$ cat src/rtl/lcd_update_sequencer.sv
// lcd_update_sequencer: HD44780 write-only bus driver. Runs the power-up/init sequence,
// then shows each new temperature byte as cursor-home plus three ASCII decimal digits.
`default_nettype none

module lcd_update_sequencer #(
   parameter int PWRUP_WAIT = 750000,
   parameter int EN_SETUP   = 2,
   parameter int EN_WIDTH   = 12,
   parameter int CMD_WAIT   = 2000,
   parameter int CLR_WAIT   = 82000
) (
   input  logic       clk,
   input  logic       rst,
   input  logic [7:0] value,
   input  logic       value_valid,
   output logic       rs,
   output logic       rw,
   output logic       en,
   output logic [7:0] data,
   output logic       init_done,
   output logic       busy
);

   localparam int MAXP01 = (PWRUP_WAIT > CLR_WAIT) ? PWRUP_WAIT : CLR_WAIT;
   localparam int MAXP02 = (MAXP01 > CMD_WAIT) ? MAXP01 : CMD_WAIT;
   localparam int MAXP03 = (MAXP02 > EN_WIDTH) ? MAXP02 : EN_WIDTH;
   localparam int MAXP   = (MAXP03 > EN_SETUP) ? MAXP03 : EN_SETUP;
   localparam int CW     = $clog2(MAXP + 1);

   typedef enum logic [1:0] {ST_PWRUP, ST_INIT, ST_IDLE, ST_UPDATE} state_t;
   typedef enum logic [1:0] {B_SETUP, B_PULSE, B_WAIT} bstate_t;

   state_t        state_q, state_d;
   bstate_t       bstate_q, bstate_d;
   logic [CW-1:0] cnt_q, cnt_d;
   logic [1:0]    idx_q, idx_d;
   logic          rs_q, rs_d;
   logic          en_q, en_d;
   logic [7:0]    data_q, data_d;
   logic          init_done_q, init_done_d;
   logic          busy_q, busy_d;
   logic          pend_q, pend_d;
   logic [7:0]    pend_val_q, pend_val_d;
   logic [3:0]    hun_q, hun_d, ten_q, ten_d, one_q, one_d;

   logic [7:0]    cap;
   logic [1:0]    nidx;
   logic [8:0]    nbyte;
   logic [CW-1:0] wait_last;

   // {rs, data} for byte i of the init or update sequence
   function automatic logic [8:0] byte_sel(input logic upd, input logic [1:0] i,
                                           input logic [3:0] h, input logic [3:0] t,
                                           input logic [3:0] o);
      logic [8:0] r;
      r = 9'h000;
      if (!upd) begin
         case (i)
            2'd0:    r = {1'b0, 8'h38};
            2'd1:    r = {1'b0, 8'h0C};
            2'd2:    r = {1'b0, 8'h01};
            default: r = {1'b0, 8'h06};
         endcase
      end else begin
         case (i)
            2'd0:    r = {1'b0, 8'h80};
            2'd1:    r = {1'b1, 4'h3, h};
            2'd2:    r = {1'b1, 4'h3, t};
            default: r = {1'b1, 4'h3, o};
         endcase
      end
      return r;
   endfunction

   assign cap       = pend_q ? pend_val_q : value;
   assign nidx      = idx_q + 2'd1;
   assign nbyte     = byte_sel(state_q == ST_UPDATE, nidx, hun_q, ten_q, one_q);
   assign wait_last = (data_q == 8'h01) ? CW'(CLR_WAIT - 1) : CW'(CMD_WAIT - 1);

   always_comb begin
      state_d     = state_q;
      bstate_d    = bstate_q;
      cnt_d       = cnt_q;
      idx_d       = idx_q;
      rs_d        = rs_q;
      en_d        = en_q;
      data_d      = data_q;
      init_done_d = init_done_q;
      busy_d      = busy_q;
      hun_d       = hun_q;
      ten_d       = ten_q;
      one_d       = one_q;

      case (state_q)
         ST_PWRUP: begin
            if (cnt_q == CW'(PWRUP_WAIT - 1)) begin
               state_d  = ST_INIT;
               bstate_d = B_SETUP;
               cnt_d    = '0;
               idx_d    = 2'd0;
               rs_d     = 1'b0;
               data_d   = 8'h38;
            end else begin
               cnt_d = cnt_q + 1'b1;
            end
         end
         ST_IDLE: begin
            busy_d = 1'b0;
            if (pend_q || value_valid) begin
               state_d  = ST_UPDATE;
               bstate_d = B_SETUP;
               busy_d   = 1'b1;
               cnt_d    = '0;
               idx_d    = 2'd0;
               rs_d     = 1'b0;
               data_d   = 8'h80;
               hun_d    = 4'(cap / 8'd100);
               ten_d    = 4'((cap / 8'd10) % 8'd10);
               one_d    = 4'(cap % 8'd10);
            end
         end
         default: begin
            // Byte sub-sequence shared by INIT and UPDATE
            case (bstate_q)
               B_SETUP: begin
                  if (cnt_q == CW'(EN_SETUP - 1)) begin
                     bstate_d = B_PULSE;
                     en_d     = 1'b1;
                     cnt_d    = '0;
                  end else begin
                     cnt_d = cnt_q + 1'b1;
                  end
               end
               B_PULSE: begin
                  if (cnt_q == CW'(EN_WIDTH - 1)) begin
                     bstate_d = B_WAIT;
                     en_d     = 1'b0;
                     cnt_d    = '0;
                  end else begin
                     cnt_d = cnt_q + 1'b1;
                  end
               end
               default: begin
                  if (cnt_q == wait_last) begin
                     cnt_d = '0;
                     if (idx_q == 2'd3) begin
                        state_d = ST_IDLE;
                        busy_d  = 1'b0;
                        if (state_q == ST_INIT) init_done_d = 1'b1;
                     end else begin
                        idx_d    = nidx;
                        bstate_d = B_SETUP;
                        rs_d     = nbyte[8];
                        data_d   = nbyte[7:0];
                     end
                  end else begin
                     cnt_d = cnt_q + 1'b1;
                  end
               end
            endcase
         end
      endcase
   end

   // One-deep pending slot; a strobe coinciding with a pending capture is re-pended
   always_comb begin
      pend_d     = pend_q;
      pend_val_d = pend_val_q;
      if (value_valid && (state_q != ST_IDLE || pend_q)) begin
         pend_d     = 1'b1;
         pend_val_d = value;
      end else if (state_q == ST_IDLE && pend_q) begin
         pend_d = 1'b0;
      end
   end

   always_ff @(posedge clk or negedge rst) begin
      if (!rst) begin
         state_q     <= ST_PWRUP;
         bstate_q    <= B_SETUP;
         cnt_q       <= '0;
         idx_q       <= 2'd0;
         rs_q        <= 1'b0;
         en_q        <= 1'b0;
         data_q      <= 8'h00;
         init_done_q <= 1'b0;
         busy_q      <= 1'b1;
         pend_q      <= 1'b0;
         pend_val_q  <= 8'h00;
         hun_q       <= 4'h0;
         ten_q       <= 4'h0;
         one_q       <= 4'h0;
      end else begin
         state_q     <= state_d;
         bstate_q    <= bstate_d;
         cnt_q       <= cnt_d;
         idx_q       <= idx_d;
         rs_q        <= rs_d;
         en_q        <= en_d;
         data_q      <= data_d;
         init_done_q <= init_done_d;
         busy_q      <= busy_d;
         pend_q      <= pend_d;
         pend_val_q  <= pend_val_d;
         hun_q       <= hun_d;
         ten_q       <= ten_d;
         one_q       <= one_d;
      end
   end

   assign rs        = rs_q;
   assign rw        = 1'b0;
   assign en        = en_q;
   assign data      = data_q;
   assign init_done = init_done_q;
   assign busy      = busy_q;

endmodule

`default_nettype wire

$ cat config.mk
export PLATFORM = sky130hd
export DESIGN_NAME = lcd_update_sequencer
export DESIGN_NICKNAME = d
export VERILOG_FILES = /design/src/rtl/lcd_update_sequencer.sv
export SDC_FILE = /design/constraint.sdc
export NUM_CORES = 1
export LEC_CHECK = 0
export CAP_MARGIN = 20
export CORE_MARGIN = 1.5
export CORE_UTILIZATION = 60
export DETAILED_ROUTE_END_ITERATION = 10
export PLACE_DENSITY = 0.86
export SLEW_MARGIN = 20
export SYNTH_ARGS = -nofsm -noshare
export SYNTH_HDL_FRONTEND = slang
export SYNTH_SLANG_ARGS = --single-unit
$ cat constraint.sdc
create_clock -name clk -period 6.7 [get_ports clk]
set_input_delay 0.67 -clock clk [delete_from_list [all_inputs] [get_ports clk]]
set_output_delay 0.67 -clock clk [all_outputs]
set_load 0.01 [all_outputs]
==> results of run 1 <==
==> cells in the final DEF (no fill, tap or decap), types with 4 or more instances in the layout <==
| cell | count |
|---|---|
| a211oi_1 | 4 |
| a21oi_1 | 16 |
| a31oi_1 | 6 |
| and2_1 | 4 |
| and3_1 | 10 |
| clkbuf_8 | 6 |
| clkdlybuf4s50_1 | 20 |
| dfrtp_1 | 54 |
| ha_1 | 14 |
| inv_1 | 12 |
| mux2_2 | 10 |
| mux2i_1 | 10 |
| nand2_1 | 47 |
| nand2b_1 | 10 |
| nand3_1 | 20 |
| nand4_1 | 8 |
| nor2_1 | 29 |
| nor2b_1 | 6 |
| nor3_1 | 16 |
| nor4_1 | 8 |
| o21ai_0 | 48 |
| o21ai_1 | 4 |
| o31ai_1 | 7 |
| xnor2_1 | 9 |
| xor2_1 | 4 |
==> layer usage <==
| layer | vias to the layer above | global-route usage |
|---|---|---|
| li1 | 1640 | - |
| met4 | 0 | 0.0746 |
| met1 | 1586 | 0.386 |
| met5 | - | 0 |
| met2 | 112 | 0.419 |
| met3 | 14 | 0.0407 |
==> registers in the layout, indices dropped and copies added (netlist names), 2 cells and up <==
| name | cells |
|---|---|
| hun_q | 2 |
| idx_q | 2 |
| data | 6 |
| pend_val_q | 8 |
| cnt_q | 20 |
| ten_q | 4 |
| bstate_q | 2 |
| one_q | 4 |
| state_q | 2 |
==> power by group <==
| part | leakage (nW) | switching [mW] | total [mW] | internal (mW) |
|---|---|---|---|---|
| combinational | 0.935 | 0.182 | 0.303 | 0.120 |
| sequential | 0.716 | 0.0302 | 0.390 | 0.360 |
| clock | 0.0533 | 0.117 | 0.204 | 0.0874 |
| total | 1.70 | 0.329 | 0.897 | 0.568 |
==> synth_stat cells (2+ instances only) <==
| library cell | n | share of area |
|---|---|---|
| o31ai_1 | 7 | 0.014 |
| inv_1 | 12 | 0.012 |
| or3_1 | 2 | 0.0033 |
| dfrtp_1 | 54 | 0.36 |
| buf_6 | 2 | 0.0060 |
| clkbuf_1 | 11 | 0.011 |
| and2_1 | 4 | 0.0066 |
| ha_1 | 14 | 0.046 |
| o21ai_1 | 4 | 0.0053 |
| a21oi_1 | 16 | 0.021 |
| nand3_1 | 20 | 0.027 |
| o2111ai_1 | 3 | 0.0070 |
| o41ai_1 | 2 | 0.0046 |
| nor3_1 | 16 | 0.021 |
| nor4_1 | 8 | 0.013 |
| mux2i_1 | 10 | 0.027 |
| mux2i_2 | 2 | 0.0073 |
| nand2b_1 | 10 | 0.017 |
| nor2b_1 | 6 | 0.010 |
| mux2_2 | 10 | 0.030 |
| o21ai_0 | 48 | 0.064 |
| and3_1 | 10 | 0.017 |
| inv_2 | 3 | 0.0030 |
| o22ai_1 | 2 | 0.0033 |
| o32ai_1 | 3 | 0.0070 |
| o311ai_0 | 2 | 0.0046 |
| o221a_2 | 2 | 0.0060 |
| or4_1 | 2 | 0.0040 |
| a32oi_1 | 2 | 0.0046 |
| maj3_1 | 2 | 0.0053 |
| nor2_1 | 29 | 0.029 |
| a31oi_1 | 6 | 0.010 |
| a22oi_1 | 3 | 0.0060 |
| xnor2_1 | 9 | 0.021 |
| xor2_1 | 4 | 0.0093 |
| or2_2 | 3 | 0.0050 |
| nand4_1 | 8 | 0.013 |
| a21o_1 | 3 | 0.0060 |
| nand2_1 | 47 | 0.047 |
| buf_4 | 3 | 0.0060 |
| a211oi_1 | 4 | 0.0080 |
| or2_1 | 2 | 0.0033 |
==> through the flow <==
| stage | total power [mW] | util | cells |
|---|---|---|---|
| CTS | 0.899 | 0.686 | 526 |
| global route | 0.954 | 0.686 | 526 |
| global placement | 0.678 | 0.669 | 518 |
| finish | 0.897 | 0.686 | 526 |
| detailed placement | 0.694 | 0.669 | 518 |
| floorplan | 0.614 | - | 436 |
==> cell families after synthesis <==
logic type | after synthesis
compound gates | 120
flops | 55
simple gates | 174
other cells | 1
mux | 24
buf+inv | 32
fa+ha+maj | 16
xor+xnor | 13
==> critical path, cell delays in order, from the launching register on <==
cell and delay [ns]:
dfrtp_1 0.92, mux2i_1 0.80, inv_2 0.23, ha_1 0.29
or2_2 0.31, nor3_1 0.22, o32a_1 0.27, o21ai_0 0.14
a32oi_1 0.51, ha_1 0.27, nand3_1 0.08, nor4_1 0.37
nor2_1 0.10, ha_1 0.21, nor2_1 0.09, o21ai_0 0.12
a311o_1 0.28, o221a_2 0.12
==> area by class of cell <==
cell class | instances | area share
multi-input combinational | 349 | 0.548
timing repair buffer | 24 | 0.0554
sequential | 55 | 0.335
tap | 75 | 0.0228
inverter | 15 | 0.0137
clock buffer | 6 | 0.0201
clock inverter | 2 | 0.00487
==> path summary, 6_finish.rpt <==
check / slack (ns) / cells past startpoint / to / from
min in group clk: 0.49 / 2 / one_q[1]$_DFFE_PN0P_ / one_q[1]$_DFFE_PN0P_
max: 1.25 / 17 / ten_q[3]$_DFFE_PN0P_ / pend_q$_DFFE_PN0P_
max in group asynchronous: 5.79 / 2 / pend_val_q[5]$_DFFE_PN0P_ / rst
max reg2reg: 1.25 / 17 / ten_q[3]$_DFFE_PN0P_ / pend_q$_DFFE_PN0P_
min: 0.46 / 2 / data[5]$_DFFE_PN0P_ / rst
min reg2reg: 0.49 / 2 / one_q[1]$_DFFE_PN0P_ / one_q[1]$_DFFE_PN0P_
==> results.toml, run 1 <==
[finish]
fillers = 480
design_area_um2 = 4110
insertedDiodeCount = 0
multi_input_area_um2 = 2250
syn_to_final_growth_pct = 8.92
nNetsFinal = 475
drive_gt1_frac = 0.0843
ff_latch_area_um2 = 1380

[clock_network]
clockRootBuffer = "clkbuf_8"
clk_latency_ns = 0.32
ctsHoldBuffers = 0
post_cts_resized = 0
path_clk_slew_ns = 0.11
cts_tree = "done"
htree_num_levels = 2
cts_buffers = 5
post_cts_buffers = 0
numClockSinks = 55
cts_buffer_depth = 2

[place]
routabilityCongestion = 0.924
dp_slack_ns = 1.31
placed_area_um2 = 4010
portBuffers = 21
place_hpwl_um = 6330

[logic_synthesis]
synth_top_family_by_area = "simple AND/OR/NAND/NOR gates"
async_flop_share = 1.00
yosysWarnings = 0
syn_area_per_cell_um2 = 8.67
synth-edff-count = 0
synth_xor_area_frac = 0.0302
synth-adder-area-share = 0.0517
synth_ff_type = "dfrtp_1"
ys_seq_area_frac = 0.365
yosysUniqueCellTypes = 67
ys_seq_elements = 55
syn-instance-count = 435
yosys.area_share.simple = 0.234
synth-compound-area-share = 0.206
synth.area.mux_share = 0.0726
syn_area_um2 = 3770

[drt]
drc = 0
dr_wl_met2_um = 3870
dr.first_iter.drc_count = 185
wl_met1_um = 3980
final_antenna_net_count = 0
top_layer = "met4"
routed-via-count = 3352
routed_via_density = 6.37
routed_wl_um = 8450
wire_per_inst_um = 16.1
drt-pass1-iter-count = 5
wl_met3_um = 472

[timing]
period_needed_ns = 5.45
slew_headroom = 0.419
hold_violations = 0
setup_violations = 0
clock_skew_ns = 0.00824
whs_ns = 0.459
rsz0062_at_grt = "false"
setup_slack_ns = 1.25
post-route-period-util = 0.813
final_max_slew_viol_count = 0
worst_pin_slew_ns = 0.848
fin_tns_setup_ns = 0
fmax_mhz = 184

[run_status]
outcome = "finished clean"

[global_route]
grt_pass1_wl_um = 14200
grt.total_usage = 0.268
grt_pass1_vias = 3049
overflow = 0
grt_max_degree = 56
antenna_found_initial = 0

[floorplanning]
dieWidth_um = 82.3
num_io_pins = 24
coreArea_um2 = 5990
std_cell_rows = 28
die_area_um2 = 6770
start_util = 0.630
die_h_um = 82.3

[power]
power.leakage_nw = 1.70
peakVddDrop_uv = 122
p_per_area_nw_per_um2 = 218

[run]
drv_cap = 0

[hold_path]
hp-class = "input port to asynchronous set/reset pin"

[critical_path]
endpoint_kind = "flop"
crit_arrival_ns = 5.65
cp-start-kind = "flop"
cp.required_ns = 6.91
path_class = "flop to flop"
crit_fanout = 21
Note: power is estimated with default switching activity, not from simulation.
==> run 2, diff against run 1 <==
Settings changed: CORE_UTILIZATION 60 to 54, PLACE_DENSITY 0.86 to 0.82.
Clock period 6.7 ns to 4.6 ns, I/O delays scaled along.
==> run 2 against run 1 <==
Compared with the run above:
- register-to-register slack worse by 0.77 ns
- clock skew rose by 0.0049 ns
- first-iteration DRC count up 0.54%
- critical path depth is 1 higher
- design area grew 1.7%
- die area rose by 11%
- sequential share of layout area shrank 0.57 points
- global-route usage down 3.1 points
- flip-flop and latch count is the same
- via count is 0.27% lower
- critical path type is now input port to flop
- largest power group unchanged
==> results.toml, run 2 (synthesized netlist as in run 1, its figures left out) <==
[floorplanning]
num_io_pins = 24
start_util = 0.558
dieWidth_um = 86.6
std_cell_rows = 30
coreArea_um2 = 6760
die_area_um2 = 7500
die_h_um = 86.6

[place]
portBuffers = 21
place_hpwl_um = 6280
routabilityCongestion = 0.891

[finish]
drive_gt1_frac = 0.103
nNetsFinal = 482
final_common_cell = "dfrtp_1"
syn_to_final_growth_pct = 10.8
mostFrequentLayoutCells = "dfrtp_1 (54), o21ai_0 (48), nand2_1 (47), nor2_1 (29)"
insertedDiodeCount = 0
regMostFlops = "cnt_q"
largest_reg_flops = 20

[clock_network]
ctsHoldBuffers = 0
path_clk_slew_ns = 0.10
clk_latency_ns = 0.31
post_cts_resized = 0
cts_tree = "done"
htree_num_levels = 2
cts_buffers = 5
numClockSinks = 55
post_cts_buffers = 0
clockRootBuffer = "clkbuf_8"
cts_buffer_depth = 2

[critical_path]
cp-start-kind = "input port"
crit_arrival_ns = 4.33
crit_fanout = 7
slowest_stage = "clkdlybuf4s50_1"
path_depth = 18
slowest_delay_ns = 0.44
cp.required_ns = 4.75
path_class = "input port to flop"
crit_family = "compound AO/OA/AOI/OAI gates"
crit_buf_inv = 4
rr_worst_depth = 17
endpoint_kind = "flop"
path_cells = "clkdlybuf4s50_1, mux2i_2, inv_2, ha_1, or2_2, nor3_1, o32a_1, o21ai_0, a32oi_1, buf_4, inv_2, ha_1, nor2_1, o311ai_0, nand2_1, o221ai_1, o32ai_1, a31oi_1"

[timing]
final_max_slew_viol_count = 0
hold_violations = 0
period_needed_ns = 4.18
whs_ns = 0.249
rsz0062_at_grt = "false"
worst_pin_slew_ns = 0.724
post-route-period-util = 0.909
setup_violations = 0
slew_headroom = 0.504
fin_tns_setup_ns = 0
clock_skew_ns = 0.0131
fmax_mhz = 239

[hold_path]
hp-class = "input port to asynchronous set/reset pin"

[power]
power.leakage_nw = 1.73
peakVddDrop_uv = 155
p_per_area_nw_per_um2 = 314

[drt]
dr_wl_met2_um = 4200
wl_met3_um = 287
drt-pass1-iter-count = 4
routed_via_density = 6.21
wl_met1_um = 3780
dr.first_iter.drc_count = 186
drc = 0
wire_per_inst_um = 15.5
top_layer = "met4"
routed-via-count = 3343
routed_wl_um = 8340
final_antenna_net_count = 0

[global_route]
grt.total_usage = 0.237
grt_max_degree = 56
antenna_found_initial = 0
grt_pass1_wl_um = 14400
overflow = 0
grt_pass1_vias = 3155

[run]
drv_cap = 0

[run_status]
outcome = "finished clean"
run 2: cell type report:
class                           instances  area (um2)
Inverter                               15        56.3
Timing Repair Buffer                   31         280
Fill cell                             596        2580
Tap cell                               80         100
Clock buffer                            7        96.3
Multi-Input combinational cell        349        2260
Sequential cell                        55        1380
Clock inverter                          1        7.51
run 2: worst reg2reg max path, delay by kind of cell, from the launching register on:
family | cells | cell delay (ns)
mux | 1 | 0.39
compound gates | 7 | 1.48
flops | 1 | 0.46
fa+ha+maj | 2 | 0.42
simple gates | 4 | 0.89
buf+inv | 3 | 0.33
run 2: per-stage QoR:
step	area [um2]	utilization	instances	setup WS [ns]	power (mW)
after floorplan	3780	-	436	0.475	0.894
after global placement	4070	0.602	530	0.139	1.01
after detailed placement	4070	0.602	530	0.0789	1.02
after CTS	4170	0.617	538	0.377	1.31
after global routing	4180	0.619	538	0.0229	1.40
final	4180	0.619	538	0.420	1.31
run 2: worst paths after layout:
path                                  startpoint               endpoint  slack (ns)
max                                     value[3]   ten_q[2]$_DFFE_PN0P_        0.42
min                                          rst  cnt_q[11]$_DFFE_PN0P_        0.25
max reg2reg                   pend_q$_DFFE_PN0P_   ten_q[2]$_DFFE_PN0P_        0.48
min reg2reg                init_done$_DFFE_PN0P_  init_done$_DFFE_PN0P_        0.47
max in group asynchronous                    rst   one_q[3]$_DFFE_PN0P_        3.87
min in group clk           init_done$_DFFE_PN0P_  init_done$_DFFE_PN0P_        0.47
run 2: routing by layer:
metal	up-vias	global-route usage
li1	1650	-
met1	1602	0.298
met2	84	0.435
met3	7	0.0267
met4	0	0.0557
met5	-	0
run 2: where the power goes:
group	internal, mW	switching, mW
Combinational	0.189	0.266
Clock	0.137	0.153
Sequential	0.524	0.0428
Total	0.850	0.462
